`src/rtl/brisc_pkg.sv`:
```
// Shared fetch-side types and constants for the brisc front end.
package brisc_pkg;

    localparam int unsigned XLEN             = 32;
    localparam int unsigned WORLD_LEN        = 32;
    localparam int unsigned CACHE_LINE_LEN   = 128;
    localparam int unsigned LINE_WORDS       = CACHE_LINE_LEN / WORLD_LEN;
    localparam int unsigned LINE_OFFSET_BITS = 4;
    localparam int unsigned TAG_BITS         = XLEN - LINE_OFFSET_BITS;
    localparam int unsigned WORD_SEL_BITS    = $clog2(LINE_WORDS);

    localparam logic [XLEN-1:0] PC_BOOT   = 32'h0000_1000;
    localparam logic [XLEN-1:0] PC_EXCEPT = 32'h0000_2000;
    localparam logic [XLEN-1:0] NOP       = 32'h0000_0013;

    typedef enum logic [1:0] {
        RUN  = 2'd0,
        REQ  = 2'd1,
        WAIT = 2'd2
    } fetch_state_e;

    // IF/ID pipeline register payload
    typedef struct packed {
        logic            valid;
        logic [XLEN-1:0] instr;
        logic [XLEN-1:0] pc;
    } ifid_t;

    function automatic logic [XLEN-1:0] line_addr(input logic [XLEN-1:0] addr);
        return {addr[XLEN-1:LINE_OFFSET_BITS], LINE_OFFSET_BITS'(0)};
    endfunction

endpackage

```
`src/rtl/fetch_line_buf.sv`:
```
// Single-line instruction buffer: one tagged 128-bit line, combinational hit and word select.
module fetch_line_buf
    import brisc_pkg::*;
(
    input  logic                      clk,
    input  logic                      reset,
    input  logic                      i_fill_valid,
    input  logic [TAG_BITS-1:0]       i_fill_tag,
    input  logic [CACHE_LINE_LEN-1:0] i_fill_data,
    input  logic [TAG_BITS-1:0]       i_pc_tag,
    input  logic [WORD_SEL_BITS-1:0]  i_word_sel,
    output logic                      o_hit_c,
    output logic [WORLD_LEN-1:0]      o_word_c
);

    logic                      r_valid;
    logic [TAG_BITS-1:0]       r_tag;
    logic [CACHE_LINE_LEN-1:0] r_data;

    // Only the valid bit needs reset; tag/data are qualified by it
    always_ff @(posedge clk) begin
        if (reset) begin
            r_valid <= 1'b0;
        end else if (i_fill_valid) begin
            r_valid <= 1'b1;
        end
    end

    always_ff @(posedge clk) begin
        if (i_fill_valid) begin
            r_tag  <= i_fill_tag;
            r_data <= i_fill_data;
        end
    end

    assign o_hit_c  = r_valid && (r_tag == i_pc_tag);
    assign o_word_c = r_data[{i_word_sel, 5'b0} +: WORLD_LEN];

endmodule

```
`src/rtl/fetch_stage.sv`:
```
// Instruction fetch: PC sequencing, IF/ID register and line-fill handshake around one line buffer.
module fetch_stage
    import brisc_pkg::*;
#(
    parameter logic [31:0] BOOT_PC   = PC_BOOT,
    parameter logic [31:0] EXCEPT_PC = PC_EXCEPT
) (
    input  logic                      clk,
    input  logic                      reset,
    input  logic                      stall,
    input  logic                      redirect_valid,
    input  logic [XLEN-1:0]           redirect_pc,
    input  logic                      except_valid,
    output logic                      mem_req_valid,
    output logic [XLEN-1:0]           mem_req_addr,
    input  logic                      mem_req_ready,
    input  logic                      mem_resp_valid,
    input  logic [CACHE_LINE_LEN-1:0] mem_resp_data,
    output logic                      instr_valid,
    output logic [XLEN-1:0]           instr,
    output logic [XLEN-1:0]           instr_pc
);

    fetch_state_e         r_state;
    logic [XLEN-1:0]      r_pc;
    ifid_t                r_ifid;
    logic                 r_req_valid;
    logic [XLEN-1:0]      r_req_addr;

    logic                 w_hit;
    logic [WORLD_LEN-1:0] w_word;
    logic                 w_fill;
    logic                 w_unused_c;

    // A fill lands only while a response is actually expected
    assign w_fill     = (r_state == WAIT) && mem_resp_valid;
    assign w_unused_c = ^redirect_pc[1:0];

    fetch_line_buf u_line_buf (
        .clk          (clk),
        .reset        (reset),
        .i_fill_valid (w_fill),
        .i_fill_tag   (r_req_addr[XLEN-1:LINE_OFFSET_BITS]),
        .i_fill_data  (mem_resp_data),
        .i_pc_tag     (r_pc[XLEN-1:LINE_OFFSET_BITS]),
        .i_word_sel   (r_pc[LINE_OFFSET_BITS-1:2]),
        .o_hit_c      (w_hit),
        .o_word_c     (w_word)
    );

    always_ff @(posedge clk) begin
        if (reset) begin
            r_pc        <= BOOT_PC;
            r_state     <= REQ;
            r_ifid      <= '{valid: 1'b0, instr: NOP, pc: '0};
            r_req_valid <= 1'b0;
            r_req_addr  <= '0;
        end else begin
            // PC / IF/ID priority: exception, redirect, stall, hit, bubble
            if (except_valid) begin
                r_pc   <= EXCEPT_PC;
                r_ifid <= '{valid: 1'b0, instr: NOP, pc: '0};
            end else if (redirect_valid) begin
                r_pc   <= {redirect_pc[XLEN-1:2], 2'b00};
                r_ifid <= '{valid: 1'b0, instr: NOP, pc: '0};
            end else if (!stall) begin
                if (w_hit) begin
                    r_ifid <= '{valid: 1'b1, instr: w_word, pc: r_pc};
                    r_pc   <= r_pc + 32'd4;
                end else begin
                    r_ifid <= '{valid: 1'b0, instr: NOP, pc: r_pc};
                end
            end

            // Fill FSM; an in-flight request survives redirects and is re-checked on return to RUN
            case (r_state)
                RUN: begin
                    if (!except_valid && !redirect_valid && !w_hit) begin
                        r_state     <= REQ;
                        r_req_valid <= 1'b1;
                        r_req_addr  <= line_addr(r_pc);
                    end
                end
                REQ: begin
                    if (!r_req_valid) begin
                        r_req_valid <= 1'b1;
                        r_req_addr  <= line_addr(r_pc);
                    end else if (mem_req_ready) begin
                        r_req_valid <= 1'b0;
                        r_state     <= WAIT;
                    end
                end
                WAIT: begin
                    if (mem_resp_valid) begin
                        r_state <= RUN;
                    end
                end
                default: begin
                    r_state     <= RUN;
                    r_req_valid <= 1'b0;
                end
            endcase
        end
    end

    assign mem_req_valid = r_req_valid;
    assign mem_req_addr  = r_req_addr;
    assign instr_valid   = r_ifid.valid;
    assign instr         = r_ifid.instr;
    assign instr_pc      = r_ifid.pc;

endmodule

```
`config.mk`:
```
export PLATFORM = sky130hd
export DESIGN_NAME = fetch_stage
export DESIGN_NICKNAME = d
export VERILOG_FILES = /design/src/rtl/brisc_pkg.sv /design/src/rtl/fetch_line_buf.sv /design/src/rtl/fetch_stage.sv
export SDC_FILE = /design/constraint.sdc
export NUM_CORES = 1
export LEC_CHECK = 0
export CAP_MARGIN = 40
export CORE_MARGIN = 4
export CORE_UTILIZATION = 50
export CTS_BUF_LIST = sky130_fd_sc_hd__clkbuf_8
export DETAILED_ROUTE_END_ITERATION = 7
export GPL_ROUTABILITY_DRIVEN = 0
export PLACE_DENSITY = 0.84
export SETUP_SLACK_MARGIN = 0.3
export SLEW_MARGIN = 5
export SYNTH_ARGS = -nofsm -noshare
export SYNTH_HDL_FRONTEND = slang
export SYNTH_SLANG_ARGS = --single-unit
export TNS_END_PERCENT = 20
```
`constraint.sdc`:
```
create_clock -name clk -period 7 [get_ports clk]
set_input_delay 1.05 -clock clk [delete_from_list [all_inputs] [get_ports clk]]
set_output_delay 1.05 -clock clk [all_outputs]
set_load 0.02 [all_outputs]
```
==> out/results.ini <==
[critical_path]
cpLargestDelayFamily = buffers and inverters
reg2reg_slack_ns = 4.04
cp.depth = 5
startpoint_type = primary input
cpMaxStageDelayCell = clkdlybuf4s50_1
r2r-end = mem_req_addr[29]$_SDFFE_PP0P_
cp.arrival_ns = 3.42
crit_type = in2reg
worstPathRequired_ns = 7.40
cpPeakStageDelay_ns = 1.08
reg2regPathDepth = 8
r2r-start = r_pc[6]$_SDFFE_PP0P_
cp-startpoint = redirect_valid
crit_path_end = instr_pc[21]$_SDFFE_PP0N_
path_buf_inv = 3
crit_chain = clkdlybuf4s50_1, inv_1, nand2_2, buf_4, nor2_1
cp-end-kind = flop
critPathMaxFanout = 34

[layout]
drive_gt1_share_pct = 10.5
finalNetCount = 1316
fin_area_um2 = 15200
final_core_util_pct = 67.0
syn_to_final_growth_pct = 31.4

[timing]
fmax_mhz = 331
fin_setup_tns_ns = 0
setup_viol = 0
hold_violations = 0
fin_skew_ns = 0.0334
period_share_pct = 43.1
slew_headroom_pct = 37.1
slew_viol_final = 0
rsz0062_at_grt = no
fin_ws_ns = 3.98
fin_crit_ns = 3.02
tightest_slew_ns = 0.940

[placed_design]
place_area_um2 = 14300
pre_cts_ws_ns = 3.47
port_buffers = 256
hpwl_um = 20800

[global_routing]
grt_antenna_before_repair = 2
grt_first_pass_wirelength_um = 46500
grt_max_degree = 65
track_usage_pct = 23.1
grt-ovfl-total = 0
first_global_vias = 8420

[logic_synthesis]
synth_largest_area_cell = edfxtp_1
synth_top_family_by_area = simple AND/OR/NAND/NOR gates
yosys-top-cells-area = edfxtp_1 41%, dfxtp_1 22%, mux4_2 6.2%, mux2i_1 5.0%, nand2b_1 4.2%
synth_compound_area_share_pct = 6.13
seq_area_frac_synth_pct = 62.3
async_flop_share_pct = 0
synth-edff-count = 156
yosys.cell_count.top_type = edfxtp_1
synth-main-ff-cell = edfxtp_1
syn_area_per_cell_um2 = 12.9
synth_xor_area_share_pct = 1.57
yosysTopAreaCellShare_pct = 40.6
ys_seq_elements = 281
synth_cell_types = 52
synth_common_cells = 156 x edfxtp_1, 125 x dfxtp_1, 77 x nand2b_1
synthCells = 898
yosys_warnings = 0
synth.area.mux_share_pct = 11.3
syn_area_um2 = 11500
synth-simple-area-share_pct = 15.5
synth-adder-area-share_pct = 0.108

[clock_network]
cts_resized = 0
postCtsSetupBuffers = 0
clk_latency_ns = 0.55
cts_made_buffers = 46
cts_hold_buf = 0
cts_htree_levels = 2
tritoncts = yes
cts_root_buffer = clkbuf_8
cts_buffer_depth = 3
cts.clk_slew.worst_paths_ns = 0.06
clkSinkCount = 281

[drt]
routed_wl_um = 30300
initialDrtViolationCount = 552
dr_total_vias = 8275
ant_nets = 0
dr.pass1.iters = 5
drc = 0
avgViaCountPerCell = 5.62
wl_per_cell_um = 20.6

[die]
num_rows = 55
die_y_um = 160
io_pins = 265
dieArea_um2 = 25600
die_w_um = 160
start_util_pct = 51.0
coreArea_um2 = 22600

[power]
pwr-share-seq_pct = 52.0
power_frac_comb_pct = 8.2
p_sw_share_pct = 23.2
power.leakage_nw = 5.09
vdd_ir_drop_max_v = 0.000217
p_switching_mw = 0.801
p_int_mw = 2.65
pwr_density_cell_nw_per_um2 = 227
p_total_mw = 3.45
p_clk_share_pct = 39.8

[min_path]
whs_path_depth = 0
hold_class = reg2reg

[flow_run]
cap_violations = 0

[outcome]
status = completed

layout make-up:
cell class / instances / area, µm²
diodes: 1 / 2.50
well taps: 285 / 357
clock inverters: 34 / 179
fillers: 1590 / 7470
inverters: 6 / 22.5
flip-flops and latches: 281 / 7190
multi-input cells: 545 / 4030
clock buffers: 52 / 716
repair buffers: 268 / 2670
power groups by stage:
stage,Clock (mW),Sequential [mW],Combinational [mW]
after global routing,1.49,1.80,0.301
after global placement,0,1.83,0.277
after detailed placement,0,1.83,0.282
after CTS,1.40,1.79,0.284
after floorplan,0,1.83,0.137
final,1.37,1.79,0.282
sequential cells by signal, indices dropped and copies added (netlist names), 2 cells and up:
signal / flops
mem_req_addr: 28
instr: 32
u_line_buf.r_tag: 28
instr_pc: 30
r_pc: 30
r_state: 2
u_line_buf.r_data: 128
stage by stage:
| step | hold WS (ns) | cells |
|---|---|---|
| 3_5_place_dp | 0.451 | 1385 |
| 6_report | 0.461 | 1472 |
| 3_3_place_gp | 0.438 | 1383 |
| 4_1_cts | 0.462 | 1471 |
| 2_1_floorplan | 0.462 | 903 |
| 5_1_grt | 0.461 | 1472 |
layer usage:
layer	routed length (µm)	up-vias	track usage [%]	part of all wire, %
li1	-	3830	-	-
met1	11400	3972	27.1	38
met2	15000	413	40.0	49
met3	2970	58	7.51	9.8
met4	947	2	7.98	3.1
met5	8	-	0	0.026
how the worst min path moves through the flow:
stage	start	to	slack, ns
floorplan	u_line_buf.r_valid$_SDFFE_PP0P_	u_line_buf.r_valid$_SDFFE_PP0P_	0.46
global placement	instr[13]$_SDFFE_PP0N_	instr[13]$_SDFFE_PP0N_	0.44
detailed placement	mem_req_addr[11]$_SDFFE_PP0P_	u_line_buf.r_tag[7]$_DFFE_PP_	0.45
CTS	mem_req_addr[11]$_SDFFE_PP0P_	u_line_buf.r_tag[7]$_DFFE_PP_	0.46
global route	mem_req_addr[11]$_SDFFE_PP0P_	u_line_buf.r_tag[7]$_DFFE_PP_	0.46
finish	mem_req_addr[11]$_SDFFE_PP0P_	u_line_buf.r_tag[7]$_DFFE_PP_	0.46
placed cells by master, fill, tap and decap left out, drive strengths merged, types with 16 or more instances in the layout:
cell type | Yosys | final
nand3b | 30 | 30
inv | 6 | 21
dfxtp | 125 | 125
clkbuf | 41 | 52
a31oi | 20 | 20
mux2i | 58 | 58
clkinv | 0 | 16
nand2 | 49 | 49
o21ai | 38 | 38
clkdlybuf4s50 | 0 | 255
nor2 | 41 | 41
a21oi | 37 | 37
edfxtp | 156 | 156
nand2b | 77 | 77
nand4 | 21 | 21
mux4 | 32 | 32
nand3 | 21 | 21
xnor2 | 19 | 19
logic make-up (layout without fill, tap and decap cells):
family,count (synthesis),in the layout
buffers and inverters,77,360
other,1,7
muxes,90,90
adders and majority gates,1,1
DFF,281,281
AOI/OAI and AO/OA,120,120
xor gates and xnor gates,19,19
and+or+nand+nor,309,309
No activity file was read; power rests on OpenSTA's default activity.
==> RTL change (config.mk and constraints unchanged) <==
Re-encode `fetch_state_e` (3 states) as one-hot, 3 bits wide.
--- a/src/rtl/brisc_pkg.sv
+++ b/src/rtl/brisc_pkg.sv
@@ -13,10 +13,10 @@
     localparam logic [XLEN-1:0] PC_EXCEPT = 32'h0000_2000;
     localparam logic [XLEN-1:0] NOP       = 32'h0000_0013;
 
-    typedef enum logic [1:0] {
-        RUN  = 2'd0,
-        REQ  = 2'd1,
-        WAIT = 2'd2
+    typedef enum logic [2:0] {
+        RUN  = 3'b001,
+        REQ  = 3'b010,
+        WAIT = 3'b100
     } fetch_state_e;
 
     // IF/ID pipeline register payload
Function: same outputs for any inputs over 4 cycles, from zero or initial values and one cycle with reset high; so few cycles prove little.
==> RTL change against the unedited design <==
- clock skew fell by 0.010 ns
- routed wire length is 0.18% higher
- register-to-register slack got worse by 0.20 ns
- power rose by 2.2%
- fmax fell by 4.4%
- cell area is 2.1% lower
- sequential cell count is 1 higher
- hold slack got worse by 0.010 ns
- core utilization increased by 0.82 points
- via count is 2.5% lower
- worst setup slack got worse by 0.14 ns
- synthesized area decreased by 3.1%
==> RTL change: results (changes against the unedited design) <==
stage,metric,value,unit,change
setup_path,crit_arrival,3.62,ns,+0.20 ns
setup_path,critPathSlowestCell,nand3_1,,
placement,dpl.hpwl,20200,um,-2.9%
pwr,comb_power,325,uW,+15%
global_route,grt_pass1_vias,8305,,-1.4%
outcome,status,"complete, no violations",,
yosys,ys_seq_area_frac,0.645,,+0.0220
timing,fin_skew,0.0234,ns,-0.00999 ns
drt,vias,8065,,-2.5%
pwr,p_leak,4.87,nW,-4.3%
setup_path,worstPathMaxFanout,11,,-68%
pwr,peakVddDrop,0.165,mV,-24%
setup_path,crit_family,simple AND/OR/NAND/NOR gates,,
pwr,pg_seq,1.81,mW,
global_route,grtUsageTotal,0.244,,+0.0127
yosys,synth_area_leaders,"edfxtp_1 42%, dfxtp_1 23%, mux4_2 6.4%",,
setup_path,cpPeakStageDelay,0.69,ns,-0.39 ns
final_layout,insertedDiodeCount,0,,-1
final_layout,top_register,u_line_buf.r_data,,
global_route,antenna_found_initial,0,,-2
clocking,cts_root_buf,clkbuf_8,,
drt,wl_per_cell,21.0,um,+2.0%
drt,drt_iter0_drc,504,,-8.7%
global_route,grt_max_degree,158,,+140%
yosys,synth_cell_types,51,,-1.9%
final_layout,drive_gt1_frac,0.111,,+0.00524
final_layout,num-nets-final,1297,,-1.4%
global_route,grt_pass1_wl,46300,um,-0.30%
yosys,synthTopCellsByCount,"156 x edfxtp_1, 126 x dfxtp_1, 86 x a21oi_1, 73 x nor2_1, 71 x nand2_1",,
timing,worst_slew_margin_rel,0.417,,+0.0460
pwr,internal-power,2.69,mW,+1.7%
==> RTL change: cell families (layout without fill, tap and decap cells) <==
group / Yosys count / in the layout / synth area share
xor+xnor: 49 / 49 / 0.0397
simple gates: 270 / 270 / 0.126
mux: 62 / 62 / 0.0913
buf+inv: 82 / 365 / 0.0337
flops: 282 / 282 / 0.645
compound gates: 131 / 131 / 0.0628
fa+ha+maj: 1 / 1 / 0.00112
other cells: 1 / 6 / 0.000336
==> RTL change: layout make-up <==
cell class,instances,area [um2]
Sequential cell,282,7210
Fill cell,1523,7050
Multi-Input combinational cell,519,3630
Timing Repair Buffer,269,2710
Clock buffer,51,702
Tap cell,280,350
Clock inverter,34,203
Inverter,11,41.3
==> RTL change: worst paths after layout <==
check / start / endpoint / slack [ns] / cells past startpoint
worst min-delay path: mem_req_addr[28] / u_line_buf.r_tag[24] / 0.45 / 0
worst max-delay path: r_pc[10] / r_pc[23] / 3.84 / 6
worst max register to register: r_pc[10] / r_pc[23] / 3.84 / 6
worst min register to register: mem_req_addr[28] / u_line_buf.r_tag[24] / 0.45 / 0
==> RTL change: metrics by stage <==
stage,worst slack [ns],area [um2],std cells
after floorplan,0.433,11200,883
after global placement,3.59,13900,1357
after detailed placement,3.50,13900,1361
after CTS,3.89,14800,1446
after global routing,3.59,14800,1446
final,3.84,14800,1446
==> RTL change: routing by layer <==
layer | routed length [um] | track usage | vias up
met4 | 823 | 0.0770 | 0
met2 | 15100 | 0.418 | 405
met3 | 2990 | 0.0819 | 58
li1 | - | - | 3679
met1 | 11400 | 0.291 | 3923
met5 | 0 | 0 | -
==> RTL change: worst register-to-register path: stages, from the launching register on <==
cell and delay, ns:
dfxtp_1 0.55, nand4_1 0.23, nor3_1 0.62, nand3_1 0.69
nor3_1 0.46, or3b_1 0.38, a31oi_1 0.15
